File: config.mk
export PLATFORM = sky130hd
export DESIGN_NAME = rvseed_test_monitor
export DESIGN_NICKNAME = d
export VERILOG_FILES = /design/src/rtl/rvseed_test_monitor_pkg.sv /design/src/rtl/rvseed_mon_cnt.sv /design/src/rtl/rvseed_test_monitor.sv
export SDC_FILE = /design/constraint.sdc
export NUM_CORES = 1
export LEC_CHECK = 0
export BUFFER_PORTS_ARGS = -buffer_cell sky130_fd_sc_hd__buf_2
export CORE_ASPECT_RATIO = 1.25
export CORE_MARGIN = 2
export CORE_UTILIZATION = 40
export CTS_BUF_LIST = sky130_fd_sc_hd__clkbuf_4
export CTS_CLUSTER_SIZE = 25
export DETAILED_ROUTE_END_ITERATION = 6
export HOLD_SLACK_MARGIN = 0.02
export SLEW_MARGIN = 5
export SYNTH_ARGS = -nofsm -noshare
export SYNTH_HDL_FRONTEND = slang
export SYNTH_SLANG_ARGS = --single-unit
File: constraint.sdc
create_clock -name clk -period 4.7 [get_ports clk]
set_input_delay 0.94 -clock clk [delete_from_list [all_inputs] [get_ports clk]]
set_output_delay 0.94 -clock clk [all_outputs]
set_load 0.02 [all_outputs]
File: src/rtl/rvseed_test_monitor_pkg.sv
// Shared constants for the rvseed end-of-test monitor: 3-bit state encodings,
// default protocol register indices and the write-back index match helper.
package rvseed_test_monitor_pkg;

  localparam logic [2:0] ST_IDLE    = 3'd0;
  localparam logic [2:0] ST_RUN     = 3'd1;
  localparam logic [2:0] ST_SETTLE  = 3'd2;
  localparam logic [2:0] ST_PASS    = 3'd3;
  localparam logic [2:0] ST_FAIL    = 3'd4;
  localparam logic [2:0] ST_TIMEOUT = 3'd5;

  localparam int unsigned RV_DONE_REG    = 26;
  localparam int unsigned RV_PASS_REG    = 27;
  localparam int unsigned RV_TESTNUM_REG = 3;

  // x0 is hardwired to zero in the core, so a write to index 0 never matches.
  function automatic logic reg_hit(input logic wen, input logic [31:0] addr,
                                   input logic [31:0] idx);
    return wen && (addr != '0) && (addr == idx);
  endfunction

endpackage

File: src/rtl/rvseed_mon_cnt.sv
// Saturating up-counter with synchronous clear and count enable.
module rvseed_mon_cnt #(
  parameter int unsigned CNT_W = 32
) (
  input  logic             clk_i,
  input  logic             rst_i,
  input  logic             clr_i,
  input  logic             en_i,
  output logic [CNT_W-1:0] cnt_o
);

  logic [CNT_W-1:0] cnt_q;

  always_ff @(posedge clk_i) begin
    if (rst_i || clr_i) begin
      cnt_q <= '0;
    end else if (en_i && (cnt_q != '1)) begin
      cnt_q <= cnt_q + 1'b1;
    end
  end

  assign cnt_o = cnt_q;

endmodule

File: src/rtl/rvseed_test_monitor.sv
// End-of-test monitor snooping rvseed write-back; decides PASS/FAIL/TIMEOUT.
// Define RVSEED_MON_RETIRE_CNT_EN to add the retire_cnt port and counter.
module rvseed_test_monitor
  import rvseed_test_monitor_pkg::*;
#(
  parameter int unsigned CPU_WIDTH   = 32,
  parameter int unsigned REG_ADDR_W  = 5,
  parameter int unsigned DONE_REG    = RV_DONE_REG,
  parameter int unsigned PASS_REG    = RV_PASS_REG,
  parameter int unsigned TESTNUM_REG = RV_TESTNUM_REG,
  parameter int unsigned SETTLE_CYC  = 1,
  parameter int unsigned TIMEOUT_CYC = 50000,
  parameter int unsigned CNT_W       = 32
) (
  input  logic                  clk,
  input  logic                  rst,
  input  logic                  start,
  input  logic                  rf_wen,
  input  logic [REG_ADDR_W-1:0] rf_waddr,
  input  logic [CPU_WIDTH-1:0]  rf_wdata,
  input  logic                  inst_retire,
  output logic                  done,
  output logic                  pass,
  output logic                  fail,
  output logic                  timeout,
  output logic [CPU_WIDTH-1:0]  fail_testnum,
  output logic [CNT_W-1:0]      cycle_cnt
`ifdef RVSEED_MON_RETIRE_CNT_EN
  ,
  output logic [CNT_W-1:0]      retire_cnt
`endif
);

  logic [2:0]           state_q, state_d;
  logic [CPU_WIDTH-1:0] pass_sh_q, pass_sh_d;
  logic [CPU_WIDTH-1:0] tn_sh_q, tn_sh_d;
  logic [CPU_WIDTH-1:0] ftn_q, ftn_d;
  logic [31:0]          settle_q, settle_d;
  logic                 done_q, pass_q, fail_q, tmo_q;

  logic                 wr_done, wr_pass, wr_tn, active, tmo_hit;
  logic [CPU_WIDTH-1:0] pass_now, tn_now;

  assign wr_done = reg_hit(rf_wen, 32'(rf_waddr), 32'(DONE_REG))
                   && (rf_wdata == CPU_WIDTH'(1));
  assign wr_pass = reg_hit(rf_wen, 32'(rf_waddr), 32'(PASS_REG));
  assign wr_tn   = reg_hit(rf_wen, 32'(rf_waddr), 32'(TESTNUM_REG));

  // Decision sees a protocol write landing in the same cycle.
  assign pass_now = wr_pass ? rf_wdata : pass_sh_q;
  assign tn_now   = wr_tn   ? rf_wdata : tn_sh_q;

  assign active  = (state_q == ST_RUN) || (state_q == ST_SETTLE);
  assign tmo_hit = (cycle_cnt == CNT_W'(TIMEOUT_CYC - 1));

  always_comb begin
    state_d   = state_q;
    pass_sh_d = pass_sh_q;
    tn_sh_d   = tn_sh_q;
    ftn_d     = ftn_q;
    settle_d  = settle_q;
    if (start) begin
      state_d   = ST_RUN;
      pass_sh_d = '0;
      tn_sh_d   = '0;
      ftn_d     = '0;
      settle_d  = '0;
    end else if (active) begin
      if (wr_pass) pass_sh_d = rf_wdata;
      if (wr_tn)   tn_sh_d   = rf_wdata;
      // Done detect and settle decision outrank the cycle budget.
      if (state_q == ST_RUN) begin
        if (wr_done) begin
          state_d  = ST_SETTLE;
          settle_d = 32'(SETTLE_CYC);
        end else if (tmo_hit) begin
          state_d = ST_TIMEOUT;
        end
      end else if (settle_q == '0) begin
        if (pass_now == CPU_WIDTH'(1)) begin
          state_d = ST_PASS;
        end else begin
          state_d = ST_FAIL;
          ftn_d   = tn_now;
        end
      end else begin
        settle_d = settle_q - 1'b1;
        if (tmo_hit) state_d = ST_TIMEOUT;
      end
    end
  end

  always_ff @(posedge clk) begin
    if (rst) begin
      state_q   <= ST_IDLE;
      pass_sh_q <= '0;
      tn_sh_q   <= '0;
      ftn_q     <= '0;
      settle_q  <= '0;
      done_q    <= 1'b0;
      pass_q    <= 1'b0;
      fail_q    <= 1'b0;
      tmo_q     <= 1'b0;
    end else begin
      state_q   <= state_d;
      pass_sh_q <= pass_sh_d;
      tn_sh_q   <= tn_sh_d;
      ftn_q     <= ftn_d;
      settle_q  <= settle_d;
      done_q    <= (state_d == ST_PASS) || (state_d == ST_FAIL) || (state_d == ST_TIMEOUT);
      pass_q    <= (state_d == ST_PASS);
      fail_q    <= (state_d == ST_FAIL);
      tmo_q     <= (state_d == ST_TIMEOUT);
    end
  end

  assign done         = done_q;
  assign pass         = pass_q;
  assign fail         = fail_q;
  assign timeout      = tmo_q;
  assign fail_testnum = ftn_q;

  rvseed_mon_cnt #(.CNT_W(CNT_W)) u_cycle_cnt (
    .clk_i (clk),
    .rst_i (rst),
    .clr_i (start),
    .en_i  (active),
    .cnt_o (cycle_cnt)
  );

`ifdef RVSEED_MON_RETIRE_CNT_EN
  rvseed_mon_cnt #(.CNT_W(CNT_W)) u_retire_cnt (
    .clk_i (clk),
    .rst_i (rst),
    .clr_i (start),
    .en_i  (active && inst_retire),
    .cnt_o (retire_cnt)
  );
`else
  logic unused_retire;
  assign unused_retire = inst_retire;
`endif

endmodule

==> impl_results.md <==
* Most frequent cell after synthesis: nand2_1
* Drt drc at 0
* Fill cells at 1847
* Largest cells by area after synthesis: dfxtp_1 (46%), nand2_1 (12%), a21oi_1 (7.7%)
* Max-cap violation count at 0
* DR pass1 iterations at 4
* Sw Share at 25.8%
* Die Wd at 124 um
* TritonCTS Buffers at 17
* Per-cell routed wire length at 14.1 um
* Largest net degree at the start of global routing at 74
* Vias in the first global route at 5790
* WHS Endpoint: fail_testnum[3]
* Initial core utilization at 40.3%
* Die area at 19200 um^2
* HPWL Detailed at 12000 um
* XOR/XNOR Fraction of Synth Area at 6.17%
* Design area at 8290 um^2
* Multi-input logic area at 3700 um^2
* Min-delay src: fail_testnum[3]
* Layout cells sized above 1 at 19.5%
* Cell type with the largest total area after synthesis: dfxtp_1
* Synthesized area at 7240 um^2
* RSZ-0062 raised after global routing: no
* Crit Path Max Fanout at 19
* Clk pwr share at 37.6%
* Predominant post-synthesis flop cell: dfxtp_1
* Post-synthesis compound-gate area fraction at 11.2%
* P&R area growth vs syn at 14.4%
* RR Endpoint: fail_testnum[0]
* Final WL at 17300 um
* Placer congestion estimate at 0.826
* Ys async rst share at 0%
* Via count at 6294
* TritonCTS clock tree: yes
* Nets at 1033
* Die H at 154 um
* Final period utilization at 74.1%
* Initial antenna violation count at 4
* FF-to-FF path depth at 7
* CTS Buffer Depth at 2
* GRT Overall Usage at 18.0%
* Leakage Power at 2.98 nW
* Critical path endpoint category: flop
* Synth unique cells at 50
* R2R setup slack at 1.22 ns
* Startpoint class of the critical path: flop
* Seq/Total Area, Yosys at 46.1%
* FMAX at 287 MHz
* Post-cts resize count at 0
* Clk slew on worst S/H paths at 0.15 ns
* Pwr dens at 290 nW/um^2
* Slew headroom at 22.4%
* Io pins at 110
* Comb pwr share at 3.3%
* GRT overflow at 0
* Largest family of logic cells by synthesized area: simple AND/OR/NAND/NOR gates
* Fraction of the mapped netlist area in simple logic gates at 28.2%
* Clk_lat worst skew at 0.58 ns
* Syn Inst Count at 897
* Peak VDD IR at 0.161 mV
* Setup_tns at 0 ns
* Psw at 0.000621 W
* H-tree depth at 4
* Final min period at 3.48 ns
* Post-Synth Adder-Cell Area at 0.345%
* Cell row count at 55
* Avg Cell Area, Syn at 8.08 um^2
* Antenna-violating nets left at 0
* Sink Count at 167
* Syn Nets at 941
* Min-Delay Path Class: reg -> reg
* Clock Skew at 0.0286 ns
* Design internal power at 0.00178 W
* Final Hold Viols at 0
* Crit path DAT at 4.00 ns
* DRT iter0 DRCs at 288
* Worst Tran Pin Value at 1.16 ns
* Post-synth EDFFs at 0
* Hold path depth at 2
* I/O Buffers at 108
* Setup bufs post-CTS at 0
* Register area at 3340 um^2
* Area after DPL at 7970 um^2
* Syn. warnings at 0
* Status: complete, no violations
* Synth top area share at 46.1%
* CP Data Required Time at 5.22 ns
* Via density per instance at 5.10
* Final setup viols at 0
* Max Slew Vio Count at 0
* Post-synthesis mux area share at 5.11%
* Core area at 18000 um^2
* Cts hold-fix bufs at 0
* Top post-synthesis cells by count: nand2_1 (223), dfxtp_1 (167), a21oi_1 (111), nor2_1 (77), clkbuf_1 (38)
* RR Startpoint: settle_q[10]
* Flop pwr share at 59.0%
* First-pass GRT wire length at 28800 um
* CTS root buffer: clkbuf_4
* Crit path kind: reg -> reg
* Yosys reg bits at 167
[final cells by class]
type                       instances  share of cell area [%]
multi-input combinational        676                    44.6
sequential                       167                    40.3
timing repair buffer             117                    7.34
tap                              228                    3.44
clock inverter                    15                    2.17
clock buffer                      17                    1.54
inverter                          10                   0.453
antenna                            3                  0.0906
[critical path, stage by stage, from the launching register on]
cell and delay, ns:
dfxtp_1 0.38, or4_4 0.57, or4_4 0.55, nor4_2 0.60, and3_1 0.78, buf_4 0.33
nand2_1 0.09, a21oi_1 0.14
[cells by family after synthesis]
kind of cell | Yosys count
mux | 33
compound gates | 143
xor+xnor | 51
flops | 167
simple gates | 447
buf+inv | 54
fa+ha+maj | 2
[cell usage in the layout (no fill, tap or decap), drive strengths merged, types with 2 or more instances in the layout]
master / n
o21ai: 11
mux2: 32
or3: 8
clkinvlp: 2
nor2b: 2
nand3: 22
a21o: 2
buf: 117
xor2: 23
clkbuf: 17
dfxtp: 167
o41ai: 3
nand4b: 2
a211oi: 3
a21oi: 111
xnor2: 28
nand2: 223
nand2b: 4
nand3b: 3
nor2: 77
and3: 6
or4: 7
ha: 2
diode: 3
nor4: 31
o21bai: 3
nor3: 29
nand4: 17
nor4b: 3
bufinv: 2
or2: 5
inv: 20
and4: 4
and2: 2
[per-stage QoR]
step           cells  setup WS (ns)  hold slack, ns  total power [W]  util (%)
3_3_place_gp    1198          0.975           0.437          0.00153      44.4
3_5_place_dp    1198          0.958           0.441          0.00153      44.4
5_1_grt         1232          0.991           0.480          0.00250      46.1
4_1_cts         1230           1.17           0.462          0.00245      46.1
2_1_floorplan    897           1.55           0.432          0.00149         -
6_report        1233           1.22           0.459          0.00240      46.2
[routing by layer]
layer	global-route usage (%)	part of all wire, %	vias to the layer above
li1	-	-	3284
met1	23.4	47	2881
met2	28.7	47	102
met3	4.67	4.5	25
met4	7.28	2.3	2
met5	0	0.075	-
[sequential cells by signal, indices dropped and copies added, names as in the netlist]
register,cells
done,1
fail,1
fail_testnum,32
pass,1
pass_sh_q,32
settle_q,32
state_q,3
timeout,1
tn_sh_q,32
u_cycle_cnt.cnt_o,32
[worst max-delay path by stage]
stage	from	end
4_1_cts	settle_q[10]	fail_testnum[0]
3_5_place_dp	rf_wdata[11]	settle_q[28]
6_report	settle_q[10]	fail_testnum[0]
5_1_grt	settle_q[10]	fail_testnum[20]
2_1_floorplan	rf_wdata[27]	settle_q[23]
3_3_place_gp	rf_wdata[11]	settle_q[28]
[power by group through the flow]
stage	Combinational [W]	Clock (W)	Sequential (W)
after global routing	0.0000895	0.000989	0.00142
after CTS	0.0000813	0.000948	0.00142
after global placement	0.0000814	0	0.00145
after detailed placement	0.0000810	0	0.00145
after floorplan	0.0000373	0	0.00145
final	0.0000804	0.000905	0.00142
(Power assumes the default switching activity.)
